### src/rtl/fpga_cfg_pkg.sv
// Shared types and constants for the FPGA configuration loader.
package fpga_cfg_pkg;

  // Loader FSM encoding; also exported on the loader's fsm_state output.
  typedef enum logic [2:0] {
    ST_IDLE  = 3'd0,
    ST_FETCH = 3'd1,
    ST_SHIFT = 3'd2,
    ST_RDOUT = 3'd3,
    ST_DONE  = 3'd4
  } cfg_state_t;

  // Operation modes as sampled on cfg_mode with cfg_start.
  localparam logic CFG_WRITE = 1'b0;
  localparam logic CFG_READ  = 1'b1;

  // Chain currently being written or read back; CLB always goes first.
  typedef enum logic {
    CHAIN_CLB  = 1'b0,
    CHAIN_CONN = 1'b1
  } chain_t;

  // Larger of two chain lengths, used to size the bit counters.
  function automatic int max_len(input int a, input int b);
    return (a > b) ? a : b;
  endfunction

endpackage

### src/rtl/fpga_cfg_shifter.sv
// WORD_W serialiser/deserialiser. A parallel load clears the bit index;
// every shift step presents word[idx] on serial_out and, when capturing,
// stores serial_in into word[idx] before advancing the index.
module fpga_cfg_shifter #(
  parameter int WORD_W = 8,
  localparam int IDX_W = $clog2(WORD_W)
) (
  input  logic              clk,
  input  logic              rst,
  input  logic              load,
  input  logic [WORD_W-1:0] load_data,
  input  logic              shift,
  input  logic              capture,
  input  logic              serial_in,
  output logic [WORD_W-1:0] word,
  output logic              serial_out,
  output logic [IDX_W-1:0]  idx
);

  // Word register and bit index: load has priority over shift.
  always_ff @(posedge clk) begin
    if (rst) begin
      word <= '0;
      idx  <= '0;
    end else if (load) begin
      word <= load_data;
      idx  <= '0;
    end else if (shift) begin
      if (capture) begin
        word[idx] <= serial_in;
      end
      idx <= idx + IDX_W'(1);
    end
  end

  assign serial_out = word[idx];

endmodule

### src/rtl/fpga_cfg_loader.sv
// Configuration loader for the CLB and connection scan chains. Writes a
// word-wide bitstream onto CLB then CONN, one bit per clock, or reads both
// chains back non-destructively by recirculating each chain into itself.
//
// Handshakes: a word moves on cfg_* when cfg_valid & cfg_ready are both high
// on a rising edge, and on rd_* when rd_valid & rd_ready are both high. The
// producer holds valid and data stable until the transfer; ready never waits
// on valid. cfg_ready is only high in FETCH during a write; rd_valid is only
// high in RDOUT and holds rd_data unchanged until taken.
module fpga_cfg_loader
  import fpga_cfg_pkg::*;
#(
  parameter int WORD_W   = 8,
  parameter int CLB_LEN  = 2048,
  parameter int CONN_LEN = 4096
) (
  input  logic              scan_clk,
  input  logic              rst,
  input  logic              cfg_start,
  input  logic              cfg_mode,
  input  logic [WORD_W-1:0] cfg_data,
  input  logic              cfg_valid,
  output logic              cfg_ready,
  output logic [WORD_W-1:0] rd_data,
  output logic              rd_valid,
  input  logic              rd_ready,
  output logic              clb_scan_in,
  output logic              clb_scan_en,
  input  logic              clb_scan_out,
  output logic              conn_scan_in,
  output logic              conn_scan_en,
  input  logic              conn_scan_out,
  output logic              busy,
  output logic              done,
  output cfg_state_t        fsm_state
);

  localparam int MAX_LEN = max_len(CLB_LEN, CONN_LEN);
  localparam int CNT_W   = $clog2(MAX_LEN + 1);
  localparam int IDX_W   = $clog2(WORD_W);
  localparam logic [CNT_W-1:0] CLB_LEN_C  = CNT_W'(CLB_LEN);
  localparam logic [CNT_W-1:0] CONN_LEN_C = CNT_W'(CONN_LEN);

  cfg_state_t        state;
  logic              mode;
  chain_t            chain;
  logic [CNT_W-1:0]  remaining;
  logic [IDX_W-1:0]  last_idx;

  logic [CNT_W-1:0]  n_bits;
  logic [IDX_W-1:0]  n_last;
  logic              sh_load;
  logic              sh_shift;
  logic              sh_in;
  logic              sh_bit;
  logic [WORD_W-1:0] sh_word;
  logic [WORD_W-1:0] load_word;
  logic [IDX_W-1:0]  sh_idx;
  logic              word_end;

  cfg_state_t        adv_state;
  chain_t            adv_chain;
  logic [CNT_W-1:0]  adv_remaining;
  logic              adv_ready;
  logic              adv_done;

  // Bits in the next word: a full word, or whatever is left of the chain.
  always_comb begin
    if (32'(remaining) >= 32'(WORD_W)) begin
      n_bits = CNT_W'(WORD_W);
    end else begin
      n_bits = remaining;
    end
    n_last = IDX_W'(n_bits - CNT_W'(1));
  end

  // Where to go once a word has been fully handled (shifted or read out).
  always_comb begin
    adv_state     = ST_FETCH;
    adv_chain     = chain;
    adv_remaining = remaining;
    adv_ready     = (mode == CFG_WRITE);
    adv_done      = 1'b0;
    if (remaining == '0) begin
      if (chain == CHAIN_CLB) begin
        adv_chain     = CHAIN_CONN;
        adv_remaining = CONN_LEN_C;
      end else begin
        adv_state = ST_DONE;
        adv_ready = 1'b0;
        adv_done  = 1'b1;
      end
    end
  end

  // Readback words start from zero so a short final word is zero-padded.
  assign load_word = (mode == CFG_WRITE) ? cfg_data : '0;
  assign sh_load   = (state == ST_FETCH) &&
                     ((mode == CFG_READ) || (cfg_valid && cfg_ready));
  assign sh_shift  = (state == ST_SHIFT);
  assign word_end  = sh_shift && (sh_idx == last_idx);
  assign sh_in     = (chain == CHAIN_CLB) ? clb_scan_out : conn_scan_out;

  fpga_cfg_shifter #(
    .WORD_W (WORD_W)
  ) u_shifter (
    .clk        (scan_clk),
    .rst        (rst),
    .load       (sh_load),
    .load_data  (load_word),
    .shift      (sh_shift),
    .capture    (mode == CFG_READ),
    .serial_in  (sh_in),
    .word       (sh_word),
    .serial_out (sh_bit),
    .idx        (sh_idx)
  );

  // Loader FSM with registered handshake, status and chain-enable outputs.
  always_ff @(posedge scan_clk) begin
    if (rst) begin
      state        <= ST_IDLE;
      mode         <= CFG_WRITE;
      chain        <= CHAIN_CLB;
      remaining    <= '0;
      last_idx     <= '0;
      cfg_ready    <= 1'b0;
      rd_valid     <= 1'b0;
      busy         <= 1'b0;
      done         <= 1'b0;
      clb_scan_en  <= 1'b0;
      conn_scan_en <= 1'b0;
    end else begin
      done <= 1'b0;
      case (state)
        ST_IDLE: begin
          if (cfg_start) begin
            state     <= ST_FETCH;
            mode      <= cfg_mode;
            chain     <= CHAIN_CLB;
            remaining <= CLB_LEN_C;
            busy      <= 1'b1;
            cfg_ready <= (cfg_mode == CFG_WRITE);
          end
        end
        ST_FETCH: begin
          if (sh_load) begin
            state        <= ST_SHIFT;
            cfg_ready    <= 1'b0;
            remaining    <= remaining - n_bits;
            last_idx     <= n_last;
            clb_scan_en  <= (chain == CHAIN_CLB);
            conn_scan_en <= (chain == CHAIN_CONN);
          end
        end
        ST_SHIFT: begin
          if (word_end) begin
            clb_scan_en  <= 1'b0;
            conn_scan_en <= 1'b0;
            if (mode == CFG_READ) begin
              state    <= ST_RDOUT;
              rd_valid <= 1'b1;
            end else begin
              state     <= adv_state;
              chain     <= adv_chain;
              remaining <= adv_remaining;
              cfg_ready <= adv_ready;
              done      <= adv_done;
            end
          end
        end
        ST_RDOUT: begin
          if (rd_ready) begin
            rd_valid  <= 1'b0;
            state     <= adv_state;
            chain     <= adv_chain;
            remaining <= adv_remaining;
            cfg_ready <= adv_ready;
            done      <= adv_done;
          end
        end
        ST_DONE: begin
          state <= ST_IDLE;
          busy  <= 1'b0;
        end
        default: begin
          state <= ST_IDLE;
        end
      endcase
    end
  end

  // Write drives the shifter bit; readback loops the tail back to the head.
  assign clb_scan_in  = clb_scan_en &
                        ((mode == CFG_READ) ? clb_scan_out : sh_bit);
  assign conn_scan_in = conn_scan_en &
                        ((mode == CFG_READ) ? conn_scan_out : sh_bit);

  assign rd_data   = sh_word;
  assign fsm_state = state;

endmodule

### config.mk
export PLATFORM = sky130hd
export DESIGN_NAME = fpga_cfg_loader
export DESIGN_NICKNAME = d
export VERILOG_FILES = /design/src/rtl/fpga_cfg_pkg.sv /design/src/rtl/fpga_cfg_shifter.sv /design/src/rtl/fpga_cfg_loader.sv
export SDC_FILE = /design/constraint.sdc
export NUM_CORES = 1
export LEC_CHECK = 0
export CAP_MARGIN = 20
export CORE_MARGIN = 5
export CORE_UTILIZATION = 48
export DETAILED_ROUTE_END_ITERATION = 10
export GPL_TIMING_DRIVEN = 0
export PLACE_DENSITY = 0.75
export SYNTH_ARGS = -nofsm -noshare
export SYNTH_HDL_FRONTEND = slang
export SYNTH_SLANG_ARGS = --single-unit
### constraint.sdc
create_clock -name scan_clk -period 2.4 [get_ports scan_clk]
set_input_delay 0.36 -clock scan_clk [delete_from_list [all_inputs] [get_ports scan_clk]]
set_output_delay 0.36 -clock scan_clk [all_outputs]
set_load 0.005 [all_outputs]
Yosys cells after proc, flatten, opt, wreduce, memory -nomap -nowiden:

Cells that the tools add are included.

* word-level logic and storage cells: 119
* output and inout port bits: 19
* register bits: 38
* bits in read-only memories: 0
* memories kept: 0
* bits in writable memories: 0
* bits of input ports: 16
* latch bits: 0

* mux-type cells: 60
* divide/modulo/power cells: 0
* magnitude comparators: 3
* multiply operators: 0
* bitwise logic cells: 5
* add/subtract/negate cells: 3
* reductions and logical operators: 24
* shift operators: 0
* eq/ne operators: 11

Operators by type and width (count)
* 13-bit two-way mux: 8
* 13-bit case mux with 4 select lines: 1
* 8-bit two-way mux: 4
* 1-bit two-way mux: 29
* 3-bit two-way mux: 7
* 13-bit by 4-bit greater-or-equal comparator with 1-bit output (second input constant): 1
* 13-bit logical NOT: 1
* 13-bit subtractor: 1
* 3-bit case mux with 4 select lines: 1
* 2-bit inequality test (second input constant): 5
* 1-bit case mux with 2 select lines: 5
* 2-bit nonzero test: 5
* 8-bit bitwise mux: 1
* 2-bit AND reduction: 4
* 4-bit AND reduction: 2
* 3-bit by 2-bit == test with 1-bit output (second input constant): 2
* 6-bit AND reduction: 1
* 5-bit AND reduction: 1
* 1-bit logical AND: 4
* 3-bit by 4-bit less-than comparator with 1-bit output (second input constant): 1
* 1-bit case mux with 4 select lines: 1
* 4-bit nonzero test: 1
* 3-bit by 1-bit adder with 3-bit output (second input constant): 1
* 1-bit binary-select mux with 3-bit select: 1
* 15 further kinds: 18

Logic depth before layout (Yosys ltp):

Gate-level depths: netlist of the first run.

* word-level depth: 8
* gate-level depth with buffers: 10

Modules after synthesis:

From an unflattened synthesis of the first run, not the netlist that was laid out.

* cells, all modules: 296
* area, all modules: 2373.5 sq um

By module, submodules not included
* fpga_cfg_loader: instances 1, cells each 211, area each 1679.1 sq um, seq. area each 540.5 sq um
* fpga_cfg_shifter: instances 1, cells each 85, area each 694.4 sq um, seq. area each 220.2 sq um

Least setup slack after synthesis of the first run:

Ideal clock, no wire load.

* path type: reg2reg
* start point: register remaining[6]
* end point: register remaining[12]
* arrival: 2.440 ns
* buffers on the path: 1
* clock period less this slack: 2.581 ns
* slack: -0.181 ns
* cell stages (with the launch flop): 11
* path through: dfxtp_1 -> buf_6 -> nor4_1 -> nand3_1 -> nand2_1 -> ha_1 -> o31a_1 -> nor4_2 -> mux2_1 -> a2111oi_0 -> a211oi_2

* longest elaborated chain between the ends: 5

Ends and longest elaborated chain
* start: declaration: line fpga_cfg_loader.sv:47 `logic [CNT_W-1:0] remaining;`
* start signal: assignment: line fpga_cfg_loader.sv:150 `remaining <= remaining - n_bits;`
* start signal: assignment: line fpga_cfg_loader.sv:166 `remaining <= adv_remaining;`
* start signal: assignment: line fpga_cfg_loader.sv:177 `remaining <= adv_remaining;`
* 13-bit by 4-bit greater-or-equal comparator with 1-bit output / 13-bit logical NOT (equally long branches): line fpga_cfg_loader.sv:69, fpga_cfg_loader.sv:84
* 13-bit two-way mux (on tied branches): line fpga_cfg_loader.sv:69, fpga_cfg_loader.sv:84
* 13-bit subtractor / 13-bit two-way mux (equally long branches): line fpga_cfg_loader.sv:150, fpga_cfg_loader.sv:160
* 13-bit two-way mux (on tied branches): line fpga_cfg_loader.sv:147, fpga_cfg_loader.sv:157
* 13-bit case mux with 4 select lines (*): line fpga_cfg_loader.sv:135 `case (state)`

Mark *: on every way between the ends. The rest lies on a longest branch, timed or not. The select of a mux whose other input is x is not followed.
A chain may end at the register's enable or synchronous reset.

Final worst setup path of the first run:

* start point: register remaining[4]
* end point: register remaining[12]

The elaborated chain is that of the path after synthesis.

==> results.tsv, run 1 <==
metric	value	unit
status	complete, no violations	
grt_max_degree	13	
slowest_stage	mux2_4	
hold_viol	0	
rsz0062_at_grt	yes	
ys_dominant_reg_cell	dfxtp_1	
root_buffer	clkbuf_8	
yosys.area.top_type	dfxtp_1	
worst_slew_pin_slew	705	ps
worstSetupStartpointType	flip-flop	
ant_nets	0	
cts.clk_slew.worst_paths	80	ps
grt_util_all_layers	21.5	%
p_leak	1.08	nW
p_total	1.92	mW
netlist_area	2240	um^2
die-area	6120	um^2
syn-num-nets	293	
via_count	2281	
yosysTopAreaCellShare	34.0	%
via_per_inst	6.12	
slowest_delay	360	ps
h-tree-depth	2	
cts-hold-fix-buffers	0	
synthTopCellsByArea	dfxtp_1 (34%), mux2i_1 (5.4%), nor2_1 (5.0%)	
cp-endpoint	remaining[12]$_SDFFE_PP0P_	
grt_pass1_vias	2228	
start_util	50.3	%
skew	7.06	ps
synthToLayoutAreaGrowth	31.9	%
powerDensity	652	nW/um^2
num_antenna_cells	0	
yosys.cell_count.top_type	dfxtp_1	
syn_area_per_cell	8.16	um^2
cts.path.max_buffers	2	
fillers	377	
die_y	78.3	um
numCtsBuffers	5	
setup_violations	0	
cts_tree	yes	
setup_tns	0	ps
critPathKind	reg -> reg	
wl_per_cell	16.6	um
synth-edff-count	0	
dp_cells	359	
ys_seq_area_share	34.0	%
timing.rr.start	remaining[4]$_SDFFE_PP0P_	
ys_async_sr_fraction	0	%
core_area	4440	um^2
worstPathMaxFanout	8	
slew_viol_final	0	
numPortBuffers	33	
hold_path_depth	2	
synth_commonest_cells	dfxtp_1 (38), nor2_1 (30), nand2_1 (23), a21oi_1 (16), o21ai_0 (16)	
end_kind	flip-flop	
max_freq	0.426	GHz
r2r_setup_slack	50	ps
final_layout_size_suffix_gt1_share	15.9	%
final_cell_count_no_fill	373	
synth_cell_types	53	
fin_nets	339	
yosysWarningCount	0	
period_needed	2350	ps
clock_latency	290	ps
crit_start	remaining[4]$_SDFFE_PP0P_	
worstHoldPathType	reg -> reg	
first_iter_violations	127	
crit_required	2550	ps
critical_path_arrival	2500	ps
maxSlewHeadroom	52.9	%
antenna_found_initial	0	
first_pass_iters	4	
syn-instance-count	274	
worstPathCellList	clkbuf_8 -> nor2_1 -> nand3_2 -> nand2_1 -> ha_4 -> o31a_1 -> nor4_2 -> mux2_4 -> a2111oi_4 -> a211oi_2	
place.detailed.hpwl	4.35	mm
ios	35	
drcViolationCount	0	
grt_overflow_total	0	
fp.dieW	78.3	um
period_share	97.9	%
grt_pass1_wl	10.8	mm
r2r_end	remaining[12]$_SDFFE_PP0P_	
ir_drop	0.281	mV
final_core_util	66.4	%
routed_wl	6.18	mm
clock-sinks	38	
num_rows	24	
ys_ff_latch	38	
gp_congestion	0.901	
r2r_cells	10	
maxCapViolCount	0	
==> stage by stage <==
stage / setup WS, ps / hold slack, ps / cell area, um^2
5_1_grt: -24.5 / 524 / 2950
6_report: 51.1 / 508 / 2950
3_5_place_dp: -369 / 485 / 2660
3_3_place_gp: -320 / 477 / 2660
2_1_floorplan: 29.7 / 474 / 2260
4_1_cts: 1.68 / 506 / 2930
==> sequential cells by signal, summed over array words and instances (netlist names) <==
signal          count
u_shifter.word      8
remaining          13
conn_scan_en        1
cfg_ready           1
clb_scan_en         1
rd_valid            1
done                1
last_idx            3
fsm_state           3
mode                1
busy                1
u_shifter.idx       3
chain               1
==> area by class of cell <==
cell class / count / area [um^2] / share of cell area, %
clock inverter: 2 / 60.1 / 2.04
clock buffer: 6 / 82.6 / 2.80
timing repair buffer: 40 / 380 / 12.9
sequential: 38 / 771 / 26.1
inverter: 6 / 22.5 / 0.764
buffer: 18 / 104 / 3.52
multi-input combinational: 211 / 1460 / 49.6
tap: 52 / 65.1 / 2.21
==> repair_timing <==
| item | in CTS | in global routing |
|---|---|---|
| hold endpoints to repair | 0 | 0 |
| pin swaps | 6 | 1 |
| resized for setup | 24 | 5 |
| endpoints found under the setup margin | 7 | 13 |
| setup buffers | 7 | 0 |
==> power breakdown <==
group          leakage (nW)  switching, mW  internal [mW]
registers             0.312         0.0363          0.665
logic                 0.695          0.298          0.242
clock network        0.0714          0.239          0.444
total                  1.08          0.574           1.35
==> layer usage <==
| metal | routed length, um | global-route usage [%] |
|---|---|---|
| met1 | 2870 | 29.7 |
| met4 | 94 | 6.12 |
| met3 | 388 | 3.89 |
| met5 | 0 | 0 |
| met2 | 2830 | 34.4 |
==> worst max-delay path: cells and delay by family (launching register included) <==
kind / cells / cell delay [ps]
multiplexers: 1 / 360
AO/OA/AOI/OAI: 3 / 730
flip-flops: 1 / 320
AND/OR/NAND/NOR: 4 / 490
buffers and inverters: 1 / 150
adder cells (fa/ha/maj): 1 / 180
==> kinds of logic after synthesis <==
kind of cell               Yosys count  synth area share [%]
AOI/OAI and AO/OA                   69                  20.4
xor gates and xnor gates             6                  2.35
adders and majority gates            3                  1.68
buffers and inverters               25                  4.70
DFF                                 38                  34.0
muxes                               16                  8.39
other                                1                 0.168
and+or+nand+nor                    116                  28.3
==> layout by cell type, fill, tap and decap left out, types with 3 or more instances in the layout <==
cell type         n
nor2_1           29
nor4_4            3
or3_1             4
mux2i_1          12
clkbuf_8          8
dfxtp_2           5
nand3_1           7
clkdlybuf4s50_1  31
inv_1             4
nor3_1           11
dfxtp_1          32
a311oi_1          4
nor3b_1           4
nand4_1           9
a211oi_1          6
buf_4             7
or4_1             5
xor2_1            4
a31oi_1           9
o21ai_0          16
clkbuf_1          9
a21oi_1          16
nor4_1            6
nand2_1          23
==> worst min path at each step <==
| stage | startpoint | end |
|---|---|---|
| after floorplan | conn_scan_en$_SDFFE_PP0P_ | conn_scan_en$_SDFFE_PP0P_ |
| after global placement | conn_scan_en$_SDFFE_PP0P_ | conn_scan_en$_SDFFE_PP0P_ |
| after detailed placement | conn_scan_en$_SDFFE_PP0P_ | conn_scan_en$_SDFFE_PP0P_ |
| after CTS | conn_scan_en$_SDFFE_PP0P_ | conn_scan_en$_SDFFE_PP0P_ |
| after global routing | conn_scan_en$_SDFFE_PP0P_ | conn_scan_en$_SDFFE_PP0P_ |
| final | conn_scan_en$_SDFFE_PP0P_ | conn_scan_en$_SDFFE_PP0P_ |
No activity file was read; power rests on OpenSTA's default activity.
==> run 2, diff against run 1 <==
--- a/config.mk
+++ b/config.mk
@@ -10,7 +10,7 @@
 export CORE_UTILIZATION = 48
 export DETAILED_ROUTE_END_ITERATION = 10
 export GPL_TIMING_DRIVEN = 0
-export PLACE_DENSITY = 0.75
+export PLACE_DENSITY = 0.85
 export SYNTH_ARGS = -nofsm -noshare
 export SYNTH_HDL_FRONTEND = slang
 export SYNTH_SLANG_ARGS = --single-unit
==> run 2 against run 1 <==
Clock skew shrank 1.8 ps. Clock-buffer cell count is the same. Non-clock buffer count is the same. Sequential cell count is the same. Routed wire length grew 5.7%. Utilization shrank 0.56 points. Sequential power is essentially flat. Design area shrank 0.85%. Sequential share of layout area grew 0.27 points. Fmax grew 2.0%. Combinational power grew 0.9%. Power shrank 5.9%.
==> results.tsv, run 2 (synthesized netlist as in run 1, its figures left out) <==
metric	value	unit	change
multi_input_area	1460	um^2	-0.17%
clock_latency	300	ps	about the same
rsz0062_at_grt	no		
root_buffer	clkbuf_8		
ios	35		unchanged
final_core_util	65.8	%	-0.56 points
place.detailed.hpwl	4.43	mm	+1.8%
numPortBuffers	33		unchanged
maxSlewHeadroom	55.5	%	+2.6 points
clock-sinks	38		unchanged
period_needed	2300	ps	-45.5 ps
slowest_delay	580	ps	+220 ps
routed_wl	6.54	mm	+5.7%
top_register	remaining		
hold_viol	0		unchanged
placed_area	2660	um^2	unchanged
cts.path.max_buffers	2		unchanged
fillers	354		-6.1%
status	complete, no violations		
cts_tree	yes		
grt_pass1_wl	10.9	mm	+0.57%
crit_required	2570	ps	+20 ps
cts.clk_slew.worst_paths	80	ps	about the same
worstSetupStartpointType	input port		
critical_path_arrival	2470	ps	-30 ps
seq_area	772	um^2	+0.16%
crit_cells	6		-4
num_rows	24		unchanged
die_y	78.3	um	unchanged
grt_pass1_vias	2331		+4.6%
fin_nets	339		unchanged
mostFrequentLayoutCells	dfxtp_1 (31), clkdlybuf4s50_1 (31), nor2_1 (28)		
grt_max_degree	12		-1
first_iter_violations	193		+52%
via_count	2401		+5.3%
drcViolationCount	0		unchanged
synthToLayoutAreaGrowth	30.8	%	
num_antenna_cells	0		unchanged
end_kind	flip-flop		
p_leak	1.08	nW	+0.15%
r2r_cells	7		-3
slew_viol_final	0		unchanged
via_per_inst	6.45		+5.5%
maxCapViolCount	0		unchanged
max_freq	0.434	GHz	+2.0%
powerDensity	619	nW/um^2	-5.1%
h-tree-depth	2		unchanged
start_util	50.3	%	unchanged
gp_congestion	0.916		+1.6%
numCtsBuffers	5		unchanged
skew	5.27	ps	-1.79 ps
antenna_found_initial	0		unchanged
p_total	1.81	mW	-5.9%
largest_register_ffs	13		unchanged
final_layout_size_suffix_gt1_share	16.3	%	+0.36 points
critical_path.top_delay_family	compound AO/OA/AOI/OAI gates		
core_area	4440	um^2	unchanged
worstHoldPathType	reg -> reg		
fp.dieW	78.3	um	unchanged
worst_slew_pin_slew	662	ps	-42.9 ps
ir_drop	0.301	mV	+7.1%
final_area	2920	um^2	-0.85%
reg.largest.list	remaining: 13 flops, u_shifter.word: 8 flops		
first_pass_iters	4		unchanged
worstPathCellList	clkdlybuf4s50_1 -> and3b_1 -> a211oi_1 -> o2111ai_2 -> a22oi_1 -> nor2_1		
wl_per_cell	17.6	um	+6.0%
die-area	6120	um^2	unchanged
hold_path_depth	2		unchanged
grt_overflow_total	0		unchanged
slowest_stage	clkdlybuf4s50_1		
critPathKind	in -> reg		
cts-hold-fix-buffers	0		unchanged
worstPathMaxFanout	10		+2
grt_util_all_layers	21.8	%	+0.35 points
crit_buf_inv	1		unchanged
period_share	96.0	%	-1.9 points
ant_nets	0		unchanged
setup_violations	0		unchanged
[run 2: cell count changes in the layout (fill, tap and decap cells not counted), sizes merged]
cell	delta
buf	+1
bufinv	-1
clkbuf	-1
dlygate4sd2	-1
dlymetal6s2s	+1
[run 2: worst reg2reg max path, cell delays in order (launching register included)]
cell and delay [ps]:
dfxtp_1 360, buf_1 260, inv_1 200, nand3_1 230
nor2_2 470, clkbuf_1 420, nand4_1 170, o21ai_0 100
[run 2: worst paths after layout]
check	from	end	slack, ps
worst max register to register	fsm_state[2]$_SDFFE_PP0P_	u_shifter.word[5]$_SDFFE_PP0P_	120
worst min register to register	conn_scan_en$_SDFFE_PP0P_	conn_scan_en$_SDFFE_PP0P_	500
worst min-delay path	conn_scan_en$_SDFFE_PP0P_	conn_scan_en$_SDFFE_PP0P_	500
worst max-delay path	rd_ready	remaining[1]$_SDFFE_PP0P_	100
[run 2: per-layer routing]
metal | global-route usage (%) | up-vias | wire length, um
met1 | 27.1 | 1158 | 2890
li1 | - | 1126 | -
met3 | 5.03 | 15 | 499
met5 | 0 | - | 0
met2 | 36.2 | 102 | 3010
met4 | 9.62 | 0 | 136
[run 2: timing repair]
item | CTS | global route
buffers inserted | 7 | 0
endpoints found under the setup margin | 4 | 24
pin swaps | 6 | 1
gates resized for setup | 25 | 6
[run 2: where the power goes]
part | switching, mW | internal (mW)
Clock | 0.230 | 0.333
Combinational | 0.303 | 0.242
Sequential | 0.0392 | 0.665
[run 2: layout make-up]
type                            count  share of cell area, %
Clock buffer                        6                   2.82
Tap cell                           52                   2.23
Sequential cell                    38                   26.4
Timing Repair Buffer               40                   13.1
Buffer                             18                   3.64
Inverter                            6                  0.770
Multi-Input combinational cell    211                   50.0
Clock inverter                      1                   1.03
[run 2: stage by stage]
stage               hold WS, ps  instances  worst slack (ps)  TNS (ps)
CTS                         502        372              15.4         0
finish                      502        372              96.6         0
detailed placement          490        359              -272      -643
global placement            477        359              -301      -534
floorplan                   474        274              29.7         0
global route                537        372              1.43         0
==> run 3, diff against run 2 <==
--- a/config.mk
+++ b/config.mk
@@ -5,12 +5,13 @@
 export SDC_FILE = /design/constraint.sdc
 export NUM_CORES = 1
 export LEC_CHECK = 0
-export CAP_MARGIN = 20
+export CAP_MARGIN = 10
 export CORE_MARGIN = 5
-export CORE_UTILIZATION = 48
+export CORE_UTILIZATION = 55
 export DETAILED_ROUTE_END_ITERATION = 10
 export GPL_TIMING_DRIVEN = 0
-export PLACE_DENSITY = 0.85
+export PLACE_DENSITY = 0.91
+export SLEW_MARGIN = 40
 export SYNTH_ARGS = -nofsm -noshare
 export SYNTH_HDL_FRONTEND = slang
 export SYNTH_SLANG_ARGS = --single-unit
==> constraint.sdc (replaced) <==
create_clock -name scan_clk -period 2.9 [get_ports scan_clk]
set_input_delay 0.435 -clock scan_clk [delete_from_list [all_inputs] [get_ports scan_clk]]
set_output_delay 0.435 -clock scan_clk [all_outputs]
set_load 0.005 [all_outputs]
==> run 3 against run 2 <==
Hold slack gained 11 ps. Critical path depth is the same. Cell count shrank 2.2%. Design area shrank 5.3%. Sequential power shrank 17%. Largest power group unchanged. Highest routed layer unchanged.
==> results.tsv, run 3 (synthesized netlist as in run 1, its figures left out) <==
metric	value	unit	change
slew_viol_final	0		unchanged
place.detailed.hpwl	4.35	mm	-1.7%
clock_latency	290	ps	about the same
worstPathMaxFanout	10		unchanged
via_per_inst	6.51		+0.92%
grt_max_degree	12		unchanged
p_leak	0.981	nW	-9.1%
cts_tree	yes		
worst_slew_pin_slew	743	ps	+81.0 ps
setup_tns	0	ps	unchanged
h-tree-depth	2		unchanged
final_layout_size_suffix_gt1_share	9.55	%	-6.7 points
maxSlewHeadroom	50.3	%	-5.2 points
mostFrequentLayoutCells	dfxtp_1 (38), clkdlybuf4s50_1 (33), nor2_1 (30)		
largest_register_ffs	13		unchanged
first_pass_iters	5		+1
numPortBuffers	33		unchanged
cts-hold-fix-buffers	0		unchanged
period_share	93.4	%	
reg.largest.list	remaining: 13 flops, u_shifter.word: 8 flops		
gp_congestion	0.954		+4.1%
skew	3.98	ps	-1.28 ps
hold_viol	0		unchanged
maxCapViolCount	0		unchanged
final_common_cell	dfxtp_1		
routed_wl	6.15	mm	-6.0%
rsz0062_at_grt	no		
grt_util_all_layers	23.5	%	+1.6 points
final_core_util	69.7	%	+3.9 points
critPathKind	reg -> out		
final_area	2770	um^2	-5.3%
synthToLayoutAreaGrowth	23.8	%	
worstHoldPathType	reg -> reg		
cts_setup_buffers	0		-7
cts.clk_slew.worst_paths	80	ps	about the same
wl_per_cell	16.9	um	-3.9%
root_buffer	clkbuf_8		
grt_pass1_vias	2153		-7.6%
ant_nets	0		unchanged
first_iter_violations	251		+30%
num_antenna_cells	0		unchanged
fp.dieW	73.8	um	-5.7%
setup_violations	0		unchanged
ios	35		unchanged
clock-sinks	38		unchanged
numCtsBuffers	5		unchanged
grt_pass1_wl	9.96	mm	-8.6%
period_needed	2710	ps	
cts.path.max_buffers	2		unchanged
powerDensity	495	nW/um^2	-20%
die_y	73.8	um	-5.7%
ir_drop	0.284	mV	-5.6%
worstSetupStartpointType	flip-flop		
die-area	5440	um^2	-11%
top_register	remaining		
core_area	3970	um^2	-11%
critical_path_arrival	2270	ps	-200 ps
fin_nets	332		-2.1%
grt_overflow_total	0		unchanged
drcViolationCount	0		unchanged
crit_required	2470	ps	-100 ps
via_count	2371		-1.2%
placed_area	2630	um^2	-1.0%
max_freq	0.369	GHz	
end_kind	primary output		
antenna_found_initial	0		unchanged
start_util	56.3	%	+6.0 points
num_rows	23		-4.2%
status	complete, no violations		
## run 3: changes by cell type in the layout (fill, tap and decap cells not counted), sizes merged
| cell | before | now |
|---|---|---|
| buf | 12 | 5 |
| bufinv | 1 | 0 |
| clkbuf | 19 | 20 |
| clkdlybuf4s50 | 31 | 33 |
| clkinv | 2 | 3 |
| dlygate4sd2 | 1 | 0 |
| dlymetal6s2s | 1 | 0 |
## run 3: critical path, stage by stage (launching register included)
cell and delay (ps):
dfxtp_1 420, clkbuf_2 250, mux4_2 520, nand2_1 80, and3_1 200, nor2_1 60
clkdlybuf4s50_1 440
## run 3: through the flow
step / worst slack, ps / cells / hold WS, ps / power [mW]
6_report: 190 / 364 / 512 / 1.37
2_1_floorplan: 319 / 274 / 474 / 0.855
5_1_grt: 36.2 / 364 / 536 / 1.44
3_5_place_dp: -179 / 357 / 501 / 0.970
4_1_cts: 13.1 / 365 / 519 / 1.35
3_3_place_gp: -158 / 357 / 475 / 0.961
## run 3: worst paths after layout
check	startpoint	slack, ps	end	cells past startpoint
worst max-delay path	u_shifter.idx[0]$_SDFFE_PP0P_	190	conn_scan_in	6
worst min-delay path	conn_scan_en$_SDFFE_PP0P_	510	conn_scan_en$_SDFFE_PP0P_	2
worst max register to register	remaining[12]$_SDFFE_PP0P_	240	remaining[12]$_SDFFE_PP0P_	9
worst min register to register	conn_scan_en$_SDFFE_PP0P_	510	conn_scan_en$_SDFFE_PP0P_	2
## run 3: layer usage
metal	up-vias	wire, um	global-route usage, %
met3	21	467	4.38
li1	1116	-	-
met5	-	0	0
met4	0	144	11.3
met1	1129	2610	31.3
met2	105	2920	36.2
## run 3: final cells by class
type,instances,area (um^2)
Tap cell,50,62.6
Buffer,18,80.1
Inverter,6,22.5
Clock buffer,7,86.3
Sequential cell,38,761
Fill cell,311,1200
Timing Repair Buffer,33,330
Multi-Input combinational cell,211,1420
Clock inverter,1,5.00
## run 3: power by group
| group | total, mW | switching (mW) | internal (mW) |
|---|---|---|---|
| Sequential | 0.581 | 0.0311 | 0.550 |
| Clock | 0.381 | 0.190 | 0.192 |
| Combinational | 0.407 | 0.234 | 0.173 |
## run 3: repair_timing
item                                    in CTS  in global routing
hold endpoints to repair                     0                  0
pin swaps                                    0                  1
resized for setup                            3                  6
endpoints found under the setup margin       1                  5
